### src/rtl/bit_serializer.sv
// bit_serializer: FIFO-buffered word-to-bit serializer feeding the pattern detector.
// Ports: clock, reset (sync, active-high), in_data/in_valid/in_ready word input,
// out_bit/out_valid/out_last serial output, busy. Optional: SERIALIZER_PARITY_EN.
module bit_serializer #(
  parameter int WIDTH     = 8,
  parameter int DEPTH     = 2,
  parameter int MSB_FIRST = 1
) (
  input  logic             clock,
  input  logic             reset,
  input  logic [WIDTH-1:0] in_data,
  input  logic             in_valid,
  output logic             in_ready,
  output logic             out_bit,
  output logic             out_valid,
  output logic             out_last,
  output logic             busy
);

`ifdef SERIALIZER_PARITY_EN
  localparam int SW = WIDTH + 1;
`else
  localparam int SW = WIDTH;
`endif
  localparam int AW = $clog2(DEPTH);
  localparam int CW = $clog2(SW + 1);
  localparam logic [CW-1:0] LEN = CW'(SW);
  localparam logic [AW:0] FULLN = (AW+1)'(DEPTH);

  logic [WIDTH-1:0] mem [DEPTH];
  logic [AW-1:0]    wptr;
  logic [AW-1:0]    rptr;
  logic [AW:0]      count;
  logic [SW-1:0]    shreg;
  logic [SW-1:0]    shifted;
  logic [SW-1:0]    load_val;
  logic [CW-1:0]    cnt;
  logic [WIDTH-1:0] head;
  logic             full;
  logic             empty;
  logic             push;
  logic             pop;
  logic             active;

  assign full   = (count == FULLN);
  assign empty  = (count == '0);
  assign active = (cnt != '0);
  assign head   = mem[rptr];

  // Ready depends on stored occupancy only; a same-edge pop never frees a slot.
  assign in_ready = !reset && !full;
  assign push     = in_valid && in_ready;
  // Reload on the last bit keeps consecutive words gap-free.
  assign pop      = !empty && (cnt <= 1);

  always_comb begin
    load_val = '0;
    shifted  = '0;
    if (MSB_FIRST != 0) begin
`ifdef SERIALIZER_PARITY_EN
      load_val = {head, ^head};
`else
      load_val = head;
`endif
      shifted  = shreg << 1;
    end else begin
`ifdef SERIALIZER_PARITY_EN
      load_val = {^head, head};
`else
      load_val = head;
`endif
      shifted  = shreg >> 1;
    end
  end

  always_ff @(posedge clock) begin
    if (push)
      mem[wptr] <= in_data;
  end

  always_ff @(posedge clock) begin
    if (reset) begin
      wptr  <= '0;
      rptr  <= '0;
      count <= '0;
      cnt   <= '0;
      shreg <= '0;
    end else begin
      if (push)
        wptr <= wptr + 1'b1;
      if (pop)
        rptr <= rptr + 1'b1;
      unique case (1'b1)
        push && !pop: count <= count + 1'b1;
        pop && !push: count <= count - 1'b1;
        default:      count <= count;
      endcase
      if (pop) begin
        shreg <= load_val;
        cnt   <= LEN;
      end else if (active) begin
        shreg <= shifted;
        cnt   <= cnt - 1'b1;
      end
    end
  end

  assign out_valid = active;
  assign out_last  = (cnt == 1);
  assign out_bit   = active &&
                     ((MSB_FIRST != 0) ? shreg[SW-1] : shreg[0]);
  assign busy      = active || !empty;

endmodule
### config.mk
export PLATFORM = sky130hd
export DESIGN_NAME = bit_serializer
export DESIGN_NICKNAME = d
export VERILOG_FILES = /design/src/rtl/bit_serializer.sv
export SDC_FILE = /design/constraint.sdc
export NUM_CORES = 1
export LEC_CHECK = 0
export ABC_AREA = 0
export ABC_CLOCK_PERIOD_IN_PS = 2450
export CAP_MARGIN = 25
export CORE_MARGIN = 10
export CORE_UTILIZATION = 57
export CTS_BUF_LIST = sky130_fd_sc_hd__clkbuf_4 sky130_fd_sc_hd__clkbuf_8
export DETAILED_ROUTE_END_ITERATION = 10
export GPL_ROUTABILITY_DRIVEN = 0
export PLACE_DENSITY = 0.81
export SLEW_MARGIN = 20
export SYNTH_ARGS = -nofsm -noshare
export SYNTH_HDL_FRONTEND = slang
export SYNTH_SLANG_ARGS = --single-unit
### constraint.sdc
create_clock -name clock -period 2.45 [get_ports clock]
set_clock_uncertainty 0.15 [all_clocks]
set_input_delay 0.49 -clock clock [delete_from_list [all_inputs] [get_ports clock]]
set_output_delay 0.49 -clock clock [all_outputs]
set_load 0.1 [all_outputs]
==> impl.org <==
** Run status
- Run status :: finished, final reports clean

** Power
- Static leakage :: 0.632 nW
- For this design the ratio of total power to cell area is 1450 nW/um2.
- Largest voltage drop on the vdd net :: 1.42 mV

** Timing
- Final critical-path required period :: 2.39 ns
- Total count of hold-check failures in the final report :: 0
- Transition time at the pin with the least slew margin :: 0.607 ns
- For the final routed database, the setup TNS stands at 0 ns.
- Timing would allow up to 418 MHz.
- Setup violations remaining at the end of the flow were counted as 0.
- Hold is met by 0.334 ns.
- Dividing the final minimum period by the clock period gives 97.7%.
- Max-slew violation count :: 0
- Slew HR :: 58.5%

** Floorplan
- Count of standard-cell rows :: 18
- Initial Utilization :: 58.2%
- Chip Width :: 69.9 um
- In this run the count of I/O pins placed on the die edge is 16.
- Core Region :: 2430 um2
- The die is 69.9 um tall.
- Floorplan die area :: 4880 um2

** Global routing
- All-layer global routing usage :: 10.8%
- Pin count of the biggest net entering global routing :: 17
- Total grt overflow :: 0
- The via count of the first global-routing pass is 1023.
- Initial antenna violation count :: 0
- First-pass GRT wire length :: 4430 um

** Logic synthesis
- After technology mapping, the gate count stands at 124.
- Sequential fraction of the synthesis area :: a little under 60%
- Yosys printed 0 warnings.
- Netlist area before placement :: about 1400 um2
- A synthesized cell averages 11.4 um2.
- Net count of the mapped netlist :: approximately 140
- Number of flip-flops and latches in the synthesized netlist :: 33
- Number of distinct library cells after synthesis :: 34

** Final layout
- The post-route netlist has 21.9% of its cells at a drive strength greater than 1.
- The top cell types in the final layout, fill and taps aside, are sky130_fd_sc_hd__dfxtp_1, sky130_fd_sc_hd__edfxtp_1, sky130_fd_sc_hd__nand2_1.
- 0 antenna diodes ended up in the layout.
- The layout has 164 filler cells.
- Count of nets after finishing :: 165
- Relative area change from synthesis to final layout :: 24.8%

** Clock network
- Clock insertion delay at the later pin of the skew report :: around 0.32 ns
- Clock-pin slew was measured on the worst setup and hold paths at around 0.10 ns.
- Number of clock sinks :: 33
- TritonCTS built the clock tree.
- The longest clock path from root to sink contains 2 buffers.
- The H-tree was split into 2 levels.
- Clock buffer count from CTS :: 5
- Clock tree synthesis selected as its root buffer the cell sky130_fd_sc_hd__clkbuf_4.

** Route
- In the detailed route, the total length drawn on met2 is 1330 um.
- Routed met1 length :: 1150 um
- Total wirelength of the detailed-routed design :: 2670 um
- Met3 Wirelength :: roughly 120 um
- For this block, the initial DRC count from the detailed router was 69.
- Using the TritonRoute via totals, the vias-per-cell ratio works out to around 5.6.
- Antenna viol nets, final :: 0
- Before antenna repair, the detailed router went through 4 iterations.
- For this block, the via count after detailed routing is between 1000 and 1500.
- Final routed wire length divided by cell count :: 14.8 um
- The detailed router used layers up to and including met4.
- In the routed design, unresolved DRC markers number 0.

** Critical path
- The worst setup path is launched from a flop.
- The worst register-to-register path ends at count[1]$_SDFFE_PP0P_.
- In this run the worst path has a maximum fanout of 5.
- Kind of critical path :: flop to output pin
- Worst Path Arrival :: 1.75 ns
- Walking the worst path, the cells encountered are inv_2, ha_4, nor3b_4, inv_4, or3_4, buf_12.
- Category of the worst setup path capture point :: output pin
- For the worst setup path, the data required time is 1.81 ns.
- Path depth of the worst reg2reg path :: 9
- In this run the register-to-register setup slack is 0.28 ns.
- Worst setup startpoint :: cnt[0]$_SDFFE_PP0P_
- On the critical path, the stage with the largest delay is an instance of sky130_fd_sc_hd__dfxtp_2.
- On the worst path, the slowest cell contributes a delay of 0.35 ns.
- The number of buffers and inverters on the critical path is 3.
- The kind of cell with the highest combined delay along the critical path is simple AND/OR/NAND/NOR gates.
- The startpoint identified for the worst register-to-register timing path is cnt[0]$_SDFFE_PP0P_.

** Hold path
- In this run the most critical hold path is launched from shreg[6]$_SDFFE_PP0P_.
- End point of the worst hold path :: shreg[7]$_SDFFE_PP0P_
- Type of the most critical hold path :: flop to flop
- The worst hold path passes through 2 cells.

** Placed design
- After legalization and detailed placement, the total HPWL measured 1950 um.
- The count of buffers added on input and output ports is 15.

** Run
- The tool flagged a number of max-cap violations equal to 0.
registers in the layout, indices dropped and copies added (netlist names), named ones only:
name   cells
mem       16
rptr       1
wptr       1
shreg      8
count      2
cnt        4
routing by layer:
layer  GRT usage, %  vias to the layer above
met3           4.10                        9
met4           6.14                        0
met1           12.1                      475
met2           17.2                       24
li1               -                      509
met5              0                        -
power by group:
group / total [mW] / switching (mW) / internal [mW]
sequential: 0.841 / 0.122 / 0.719
combinational: 1.46 / 0.845 / 0.611
clock: 0.269 / 0.165 / 0.104
total: 2.57 / 1.13 / 1.43
worst min-delay path: stages (launching register included):
cell	delay, ns
sky130_fd_sc_hd__dfxtp_1	0.32
sky130_fd_sc_hd__nand2_1	0.05
sky130_fd_sc_hd__a311oi_1	0.07
Yosys cell counts, drive strengths merged:
cell type  number  area (um2)
a2111oi         8        76.3
a21oi           6        30.0
a311oi          7        61.3
and2            2        13.8
and3            1        6.26
buf             3        23.8
clkbuf          4        16.3
dfxtp          17         340
edfxtp         16         480
ha              4        50.1
inv             6        25.0
mux2i           2        20.0
nand2          14        52.6
nand4           1        6.26
nor2            5        18.8
nor2b           8        50.1
nor3            2        10.0
nor3b           1        18.8
nor4            1        6.26
o21ai           2        10.0
o22ai           1        6.26
o31ai           1        7.51
or2             2        12.5
or3             5        31.3
or4             1        7.51
xnor2           3        26.3
xor2            1        8.76
kinds of logic (layout without fill, tap and decap cells):
group	after synthesis	count (layout)	share of synthesized area (%)
AOI/OAI and AO/OA	25	25	13.5
xor gates and xnor gates	4	4	2.47
adders and majority gates	4	4	3.53
buffers and inverters	13	40	4.59
DFF	33	33	58.0
muxes	2	2	1.41
and+or+nand+nor	43	43	16.5
cell type report:
class                           instances  area, um2  share of cell area [%]
Clock buffer                            5       37.5                    2.12
Clock inverter                          3       12.5                   0.708
Inverter                                6       25.0                    1.42
Multi-Input combinational cell         78        551                    31.1
Sequential cell                        33        822                    46.5
Tap cell                               30       37.5                    2.12
Timing Repair Buffer                   26        283                    16.0
timing repair:
item	in CTS	in global routing
gates cloned	0	0
setup buffers	3	2
endpoints found under the setup margin	2	1
resized for setup	3	2
hold buffers	0	0
stage by stage:
stage               worst slack (ns)  instances  power (mW)  cell area (um2)  util (%)
floorplan                     0.0738        124        1.80             1420         -
global placement              0.0818        168        2.15             1670      68.5
detailed placement            0.0246        168        2.19             1670      68.5
CTS                         0.000350        179        2.55             1750      72.0
global route               -0.000765        181        2.71             1770      72.7
finish                        0.0557        181        2.57             1770      72.7
worst max path at each step:
stage                                        to  slack, ns  depth (start not counted)
after floorplan                            busy       0.07                          6
after global placement    count[1]$_SDFFE_PP0P_       0.08                          6
after detailed placement  count[1]$_SDFFE_PP0P_       0.02                          6
after CTS                                  busy     0.0003                          6
after global routing                       busy    -0.0008                          6
final                                      busy       0.06                          6
No activity file was read; power rests on OpenSTA's default activity.
